[src/rtl/rgb565_ycbcr422_enc.sv]
// RGB565 to YCbCr 4:2:2 byte-stream encoder.
// Takes pixel pairs through a handshake, computes BT.601 studio-range Y0/Y1 and shared Cb/Cr
// over two pipeline states, then emits Cb, Y0, Cr, Y1 on consecutive cycles.
module rgb565_ycbcr422_enc #(
   parameter int Y_MIN = 16,
   parameter int Y_MAX = 235,
   parameter int C_MAX = 240
) (
   input  logic        clk_llc,
   input  logic        reset,
   input  logic        pix_valid,
   input  logic [15:0] pix_rgb,
   input  logic        pix_last,
   output logic        pix_ready,
   output logic [7:0]  vpo_out,
   output logic        vpo_valid,
   output logic        vpo_first
);

   localparam logic signed [17:0] YMinS = 18'(Y_MIN);
   localparam logic signed [17:0] YMaxS = 18'(Y_MAX);
   localparam logic signed [17:0] CMaxS = 18'(C_MAX);

   typedef enum logic [2:0] {
      StIdle = 3'd0,
      StPix1 = 3'd1,
      StMul  = 3'd2,
      StSum  = 3'd3,
      StEmit = 3'd4
   } state_t;

   state_t      state_q;
   logic [1:0]  phase_q;
   logic [15:0] p0_q, p1_q;

   // Luma products per pixel
   logic [15:0] y_r0_q, y_g0_q, y_b0_q;
   logic [15:0] y_r1_q, y_g1_q, y_b1_q;
   // Chroma product magnitudes; signs are applied in the sum
   logic [15:0] cb_r_q, cb_g_q, cb_b_q;
   logic [15:0] cr_r_q, cr_g_q, cr_b_q;

   // Results held for the later emit phases (Cb goes straight to the output register)
   logic [7:0]  y0_q, y1_q, cr_q;

   logic [7:0]  vpo_out_q;
   logic        vpo_valid_q;
   logic        vpo_first_q;

   // Expanded channels and pair averages
   logic [7:0]  r8_0, g8_0, b8_0;
   logic [7:0]  r8_1, g8_1, b8_1;
   logic [7:0]  r_avg, g_avg, b_avg;

   logic [17:0]        y0_sum, y1_sum;
   logic signed [17:0] y0_val, y1_val;
   logic signed [17:0] cb_sum, cr_sum;
   logic signed [17:0] cb_val, cr_val;

   function automatic logic [7:0] clamp8(input logic signed [17:0] v,
                                         input logic signed [17:0] lo,
                                         input logic signed [17:0] hi);
      logic [7:0] res;
      if (v < lo) begin
         res = lo[7:0];
      end else if (v > hi) begin
         res = hi[7:0];
      end else begin
         res = v[7:0];
      end
      return res;
   endfunction

   // Channel expansion, averaging and the offset/rounded sums, all from registered state
   always_comb begin
      r8_0 = {p0_q[15:11], p0_q[15:13]};
      g8_0 = {p0_q[10:5],  p0_q[10:9]};
      b8_0 = {p0_q[4:0],   p0_q[4:2]};
      r8_1 = {p1_q[15:11], p1_q[15:13]};
      g8_1 = {p1_q[10:5],  p1_q[10:9]};
      b8_1 = {p1_q[4:0],   p1_q[4:2]};

      r_avg = 8'((9'(r8_0) + 9'(r8_1) + 9'd1) >> 1);
      g_avg = 8'((9'(g8_0) + 9'(g8_1) + 9'd1) >> 1);
      b_avg = 8'((9'(b8_0) + 9'(b8_1) + 9'd1) >> 1);

      y0_sum = 18'(y_r0_q) + 18'(y_g0_q) + 18'(y_b0_q) + 18'd128;
      y1_sum = 18'(y_r1_q) + 18'(y_g1_q) + 18'(y_b1_q) + 18'd128;
      y0_val = $signed(y0_sum >> 8) + 18'sd16;
      y1_val = $signed(y1_sum >> 8) + 18'sd16;

      cb_sum = $signed(18'(cb_b_q)) - $signed(18'(cb_r_q)) - $signed(18'(cb_g_q)) + 18'sd128;
      cr_sum = $signed(18'(cr_r_q)) - $signed(18'(cr_g_q)) - $signed(18'(cr_b_q)) + 18'sd128;
      // Arithmetic shift floors negative sums toward minus infinity
      cb_val = (cb_sum >>> 8) + 18'sd128;
      cr_val = (cr_sum >>> 8) + 18'sd128;
   end

   // Control FSM with datapath registers and registered byte-stream outputs
   always_ff @(posedge clk_llc) begin
      if (reset) begin
         state_q     <= StIdle;
         phase_q     <= 2'd0;
         p0_q        <= '0;
         p1_q        <= '0;
         y_r0_q      <= '0;
         y_g0_q      <= '0;
         y_b0_q      <= '0;
         y_r1_q      <= '0;
         y_g1_q      <= '0;
         y_b1_q      <= '0;
         cb_r_q      <= '0;
         cb_g_q      <= '0;
         cb_b_q      <= '0;
         cr_r_q      <= '0;
         cr_g_q      <= '0;
         cr_b_q      <= '0;
         y0_q        <= '0;
         y1_q        <= '0;
         cr_q        <= '0;
         vpo_out_q   <= '0;
         vpo_valid_q <= 1'b0;
         vpo_first_q <= 1'b0;
      end else begin
         unique case (state_q)
            StIdle: begin
               if (pix_valid) begin
                  p0_q <= pix_rgb;
                  if (pix_last) begin
                     // Lone pixel at end of line: pair it with itself
                     p1_q    <= pix_rgb;
                     state_q <= StMul;
                  end else begin
                     state_q <= StPix1;
                  end
               end
            end
            StPix1: begin
               if (pix_valid) begin
                  p1_q    <= pix_rgb;
                  state_q <= StMul;
               end
            end
            StMul: begin
               y_r0_q  <= 16'(r8_0) * 16'd66;
               y_g0_q  <= 16'(g8_0) * 16'd129;
               y_b0_q  <= 16'(b8_0) * 16'd25;
               y_r1_q  <= 16'(r8_1) * 16'd66;
               y_g1_q  <= 16'(g8_1) * 16'd129;
               y_b1_q  <= 16'(b8_1) * 16'd25;
               cb_r_q  <= 16'(r_avg) * 16'd38;
               cb_g_q  <= 16'(g_avg) * 16'd74;
               cb_b_q  <= 16'(b_avg) * 16'd112;
               cr_r_q  <= 16'(r_avg) * 16'd112;
               cr_g_q  <= 16'(g_avg) * 16'd94;
               cr_b_q  <= 16'(b_avg) * 16'd18;
               state_q <= StSum;
            end
            StSum: begin
               y0_q        <= clamp8(y0_val, YMinS, YMaxS);
               y1_q        <= clamp8(y1_val, YMinS, YMaxS);
               cr_q        <= clamp8(cr_val, YMinS, CMaxS);
               // Phase 0 byte is loaded here so it is visible on the first EMIT cycle
               vpo_out_q   <= clamp8(cb_val, YMinS, CMaxS);
               vpo_valid_q <= 1'b1;
               vpo_first_q <= 1'b1;
               phase_q     <= 2'd0;
               state_q     <= StEmit;
            end
            StEmit: begin
               // Each edge loads the byte for the next phase
               unique case (phase_q)
                  2'd0: begin
                     vpo_out_q   <= y0_q;
                     vpo_first_q <= 1'b0;
                     phase_q     <= 2'd1;
                  end
                  2'd1: begin
                     vpo_out_q <= cr_q;
                     phase_q   <= 2'd2;
                  end
                  2'd2: begin
                     vpo_out_q <= y1_q;
                     phase_q   <= 2'd3;
                  end
                  default: begin
                     vpo_out_q   <= '0;
                     vpo_valid_q <= 1'b0;
                     vpo_first_q <= 1'b0;
                     phase_q     <= 2'd0;
                     state_q     <= StIdle;
                  end
               endcase
            end
            default: begin
               state_q <= StIdle;
            end
         endcase
      end
   end

   assign pix_ready = (state_q == StIdle) || (state_q == StPix1);
   assign vpo_out   = vpo_out_q;
   assign vpo_valid = vpo_valid_q;
   assign vpo_first = vpo_first_q;

endmodule

[config.mk]
export PLATFORM = sky130hd
export DESIGN_NAME = rgb565_ycbcr422_enc
export DESIGN_NICKNAME = d
export VERILOG_FILES = /design/src/rtl/rgb565_ycbcr422_enc.sv
export SDC_FILE = /design/constraint.sdc
export NUM_CORES = 1
export LEC_CHECK = 0
export ABC_AREA = 1
export CAP_MARGIN = 10
export CORE_MARGIN = 5
export CORE_UTILIZATION = 65
export CTS_CLUSTER_DIAMETER = 100
export DETAILED_ROUTE_END_ITERATION = 12
export GPL_ROUTABILITY_DRIVEN = 1
export HOLD_SLACK_MARGIN = 0.06
export PLACE_DENSITY = 0.87
export SYNTH_ARGS = -nofsm -noshare
export SYNTH_HDL_FRONTEND = slang
export SYNTH_SLANG_ARGS = --single-unit
[constraint.sdc]
create_clock -name clk_llc -period 5.6 [get_ports clk_llc]
set_input_delay 1.12 -clock clk_llc [delete_from_list [all_inputs] [get_ports clk_llc]]
set_output_delay 1.12 -clock clk_llc [all_outputs]
set_load 0.01 [all_outputs]
After elaboration in Yosys (flattened, before gate mapping)
Index checks and enable logic that the tools add are counted.
{"block": "totals", "inputBits": 20, "register_bits": 232}
{"block": "classes", "n_eq_ne": 11, "n_reduce_logical": 12, "n_addsub": 22, "muxes": 25, "multipliers": 12, "magnitude_cmp": 8}
{"operator": "$mux W8", "count": 8}
{"operator": "$mul A8 B6 Y14 const B", "count": 4}
{"operator": "$mux W16", "count": 3}
{"operator": "$mul A8 B5 Y13 const B", "count": 3}
{"operator": "$add A17 B13 Y18", "count": 2}
{"operator": "$add A17 B9 Y18 const B", "count": 2}
{"operator": "$add A18 B8 Y18 const B", "count": 2}
{"operator": "$add A15 B16 Y17", "count": 2}
{"operator": "$mul A8 B8 Y16 const B", "count": 2}
{"operator": "$pmux W16 S2", "count": 1}
{"operator": "$add A8 B8 Y9", "count": 3}
{"operator": "$add A9 B1 Y9 const B", "count": 3}
{"operator": "$pmux W8 S3", "count": 1}
{"operator": "$add A10 B5 Y11 const B", "count": 2}
{"operator": "$add A10 B9 Y11 const B", "count": 2}
{"operator": "$gt A11 B8 Y1 const B", "count": 2}
{"operator": "$gt A11 B9 Y1 const B", "count": 2}
{"operator": "$lt A11 B5 Y1 const B", "count": 2}
{"operator": "$lt A11 B6 Y1 const B", "count": 2}
{"operator": "$mul A8 B3 Y11 const B", "count": 2}
{"operator": "$sub A16 B14 Y17", "count": 1}
{"operator": "$sub A16 B16 Y17", "count": 1}
{"operator": "$pmux W8 S2", "count": 1}
{"operator": "$sub A15 B14 Y16", "count": 1}
{"operator": "24 further kinds", "count": 36}

Logic depth before layout (Yosys ltp)
{"block": "logic_depth", "ltp_word": 8, "ltp_mapped": 33}

Worst setup path after synthesis
No wires, ideal clock.
{"block": "synth_path", "path_type": "register to register", "startpoint": "register p0_q[9]", "endpoint": "register cr_g_q[14]", "path_slack_ps": 562, "path_stages_with_launch": 25, "setup_ps": 115, "arrival_time_ps": 4923, "period_less_slack_ps": 5038, "path_buffers": 0, "required_ps": 5485, "cell_sequence": "dfxtp_1 inv_1 ha_1 fa_1 o21ai_0 a21oi_1 o21bai_1 xor2_1 fa_1 inv_1 fa_1 fa_1 ha_1 a21oi_1 nand2_1 nand2_1 nand2_1 a21oi_1 o21ai_0 a21oi_1 nor2_1 nor2_1 xnor2_1 o21ai_0 inv_1"}
{"block": "synth_between", "elab_chain_len": 3}
{"item": "from (decl)", "line_no": "34", "text": "logic [15:0] p0_q, p1_q;"}
{"item": "from (signal assigned)", "line_no": "128", "text": "p0_q <= pix_rgb;"}
{"item": "$add A8 B8 Y9", "line_no": "84", "text": "g_avg = 8'((9'(g8_0) + 9'(g8_1) + 9'd1) >> 1);"}
{"item": "$add A9 B1 Y9", "line_no": "84"}
{"item": "$mul A8 B6 Y14", "line_no": "155", "text": "cr_g_q <= 16'(g_avg) * 16'd94;"}
{"item": "to (signal assigned)", "line_no": "155"}
{"item": "to (decl)", "line_no": "41", "text": "logic [15:0] cr_r_q, cr_g_q, cr_b_q;"}
Every way passes these cells.
A chain may end at the register's enable or synchronous reset.

Worst setup path after layout
{"block": "layout_path", "startpoint": "register p1_q[9]", "endpoint": "register cb_g_q[14]"}
{"block": "layout_between", "elab_chain_len": 3}
{"item": "from (decl)", "line_no": "34"}
{"item": "from (signal assigned)", "line_no": "131", "text": "p1_q <= pix_rgb;"}
{"item": "from (signal assigned)", "line_no": "140", "text": "p1_q <= pix_rgb;"}
{"item": "$add A8 B8 Y9", "line_no": "84"}
{"item": "$add A9 B1 Y9", "line_no": "84"}
{"item": "$mul A8 B6 Y14", "line_no": "152", "text": "cb_g_q <= 16'(g_avg) * 16'd74;"}
{"item": "to (signal assigned)", "line_no": "152"}
{"item": "to (decl)", "line_no": "40", "text": "logic [15:0] cb_r_q, cb_g_q, cb_b_q;"}
Every way passes these cells.

==> results.sh <==
export IMPL_status="finished clean"
export IMPL_finClkSkew_ps=22.7
export IMPL_rows=64
export IMPL_grt_ovfl_total=0
export IMPL_setup_violations=0
export IMPL_num_nets_final=3172
export IMPL_min_path_type="flip-flop to flip-flop"
export IMPL_grt_start_max_net_pins=167
export IMPL_finalHoldViolCount=0
export IMPL_gp_congestion=0.977
export IMPL_ys_warn_count=0
export IMPL_root_buffer="clkbuf_16"
export IMPL_drc=0
export IMPL_grt_util_met2=0.533
export IMPL_cp_top_family="adder cells"
export IMPL_path_depth=27
export IMPL_vias_per_cell=5.78
export IMPL_p_int_w=0.00643
export IMPL_ys_ff_latch=220
export IMPL_grt_first_pass_wirelength_um=86900
export IMPL_synthAdderAreaFrac=0.281
export IMPL_clockBufferDepth=3
export IMPL_ys_types=46
export IMPL_ant_nets=0
export IMPL_critical_path_arrival_ps=5760
export IMPL_power_density_mw_per_mm2=624
export IMPL_p_clk_frac=0.139
export IMPL_antenna_found_initial=0
export IMPL_synth_compound_area_frac=0.159
export IMPL_cts_made_buffers=26
export IMPL_clk_latency_ps=540
export IMPL_synth_edf_count=0
export IMPL_io_buffer_count=30
export IMPL_dieWidth_um=185
export IMPL_synth_seq_area_share=0.221
export IMPL_drt_wl_total_um=52500
export IMPL_muxShareOfSynthArea=0
export IMPL_switchingPower_w=0.00706
export IMPL_dp_slack_ps=301
export IMPL_htree_levels=1
export IMPL_grt_total_usage=0.306
export IMPL_tns_ps=0
export IMPL_synth_top_family_by_area="adder cells"
export IMPL_drive_gt1_frac=0.0520
export IMPL_synthToLayoutAreaGrowth_pct=8.30
export IMPL_ys_dominant_reg_cell="dfxtp_1"
export IMPL_worst_slew_pin_slew_ps=1190
export IMPL_busiest_layer="met2"
export IMPL_slew_headroom=0.204
export IMPL_core_mm2=0.0304
export IMPL_hpwlAfterDp_um=39500
export IMPL_p_sw_frac=0.523
export IMPL_crit_type="flip-flop to flip-flop"
export IMPL_path_buf_inv=4
export IMPL_syn_num_nets=3165
export IMPL_reg2reg_depth=27
export IMPL_end_kind="flip-flop"
export IMPL_initial_core_util=0.656
export IMPL_synth_async_reset_ratio=0
export IMPL_post_route_min_period_ps=5370
export IMPL_vdd_drop_max_mv=0.431
export IMPL_fp_dieH_um=185
export IMPL_first_pass_iters=5
export IMPL_cts_sinks=220
export IMPL_slowest_stage="fa_1"
export IMPL_maxCapViolCount=0
export IMPL_p_leak_nw=11.5
export IMPL_wl_per_cell_um=16.6
export IMPL_use_met3=0.0473
export IMPL_cp_max_fo=5
export IMPL_critPathRequiredTime_ps=5990
export IMPL_fin_crit_sh=0.959
export IMPL_setup_slack_ps=231
export IMPL_diodes=0
export IMPL_fin_util=0.710
export IMPL_mostFrequentLayoutCells="476 x nand2_1, 452 x inv_1, 332 x ha_1, 279 x a21oi_1, 228 x o21ai_0"
export IMPL_syn_area_mm2=0.0200
export IMPL_io_pins=31
export IMPL_grt_util_met1=0.374
export IMPL_synthSimpleGateAreaFrac=0.190
export IMPL_netlist_instances=2740
export IMPL_cpPeakStageDelay_ps=530
export IMPL_avgSynthCellArea_um2=7.29
export IMPL_cp_start_kind="flip-flop"
export IMPL_clk_pin_slew_ps=60
export IMPL_num_vias=18300
export IMPL_synth_xor_area_frac=0.0483
export IMPL_p_seq_frac=0.142
export IMPL_power_frac_comb=0.719
export IMPL_grt_pass1_vias=18200
export IMPL_die_area_mm2=0.0343
export IMPL_drt_iter0_drc=1455
export IMPL_fmax_mhz=186
export IMPL_cts_tree="done"
export IMPL_report_final_slew_viol_count=0
export IMPL_layout_commonest_cell="nand2_1"
export IMPL_hold_path_cell_count=2
-- cells by family after synthesis --
family,Yosys count
buffers and inverters,533
adders and majority gates,405
DFF,220
AOI/OAI and AO/OA,592
xor gates and xnor gates,110
and+or+nand+nor,880
-- power groups by stage --
stage | sequential [W] | clock (W) | combinational [W]
2_1_floorplan | 0.00188 | 0 | 0.00730
3_3_place_gp | 0.00193 | 0 | 0.00909
3_5_place_dp | 0.00194 | 0 | 0.00935
4_1_cts | 0.00191 | 0.00188 | 0.00951
5_1_grt | 0.00193 | 0.00195 | 0.0110
6_report | 0.00192 | 0.00187 | 0.00970
-- Yosys cell counts, drive strengths merged, types with 16 or more instances --
| library cell | instances | area share |
|---|---|---|
| ha | 332 | 0.21 |
| o21ai | 236 | 0.059 |
| inv | 462 | 0.087 |
| nand3 | 109 | 0.029 |
| xnor2 | 38 | 0.017 |
| o21bai | 33 | 0.012 |
| xor2 | 72 | 0.032 |
| nand3b | 16 | 0.0060 |
| nand2 | 502 | 0.098 |
| dfxtp | 220 | 0.22 |
| nand4 | 27 | 0.0085 |
| nor2 | 196 | 0.040 |
| nor3 | 17 | 0.0048 |
| clkbuf | 60 | 0.011 |
| fa | 73 | 0.073 |
| a21oi | 286 | 0.073 |
-- per-layer routing --
| layer | up-vias | share of wire |
|---|---|---|
| met5 | - | 0 |
| met4 | 0 | 0.049 |
| met3 | 174 | 0.066 |
| met2 | 712 | 0.48 |
| met1 | 8427 | 0.41 |
| li1 | 8958 | - |
-- registers in the layout, indices dropped and copies added (netlist names), 2 cells and up --
signal and flops:
p0_q 16, p1_q 16, y_g0_q 15, y_g1_q 15, cr_g_q 14, cb_g_q 13
y_b0_q 13, y_b1_q 13, cr_b_q 12, cb_r_q 11, cr_r_q 11, y_r0_q 11
y_r1_q 11, cb_b_q 10, cr_q 8, vpo_out 8, y0_q 8, y1_q 8
state_q 3, phase_q 2
-- tightest hold or removal path: stages (launching register included) --
cell and delay, ps:
dfxtp_1 310, nand2_1 60, a21oi_1 50
-- final cells by class --
class | instances | area, um^2
tap | 396 | 495
timing repair buffer | 47 | 435
clock inverter | 14 | 218
clock buffer | 34 | 741
inverter | 465 | 1750
fill | 2385 | 8810
multi-input combinational | 1987 | 13600
sequential | 220 | 4410
-- stage by stage --
stage,power (W),instances,cell area (um^2),hold slack (ps)
after global placement,0.0110,3114,20600,449
after detailed placement,0.0113,3114,20600,458
after CTS,0.0133,3162,21600,466
after global routing,0.0149,3163,21600,490
after floorplan,0.00918,2740,20000,433
final,0.0135,3163,21600,470
-- what timing repair did --
action / in CTS / in global routing
hold buffers: 0 / 0
hold endpoints to repair: 0 / 0
setup buffers: 0 / 1
endpoints found under the setup margin: 0 / 9
resized for setup: 0 / 9
-- worst paths after layout --
path	from	to	slack [ps]
worst max-delay path	p1_q[9]	cb_g_q[14]	230
worst min register to register	cb_r_q[12]	cb_r_q[12]	470
worst max register to register	p1_q[9]	cb_g_q[14]	230
worst min-delay path	cb_r_q[12]	cb_r_q[12]	470
(Power assumes the default switching activity.)
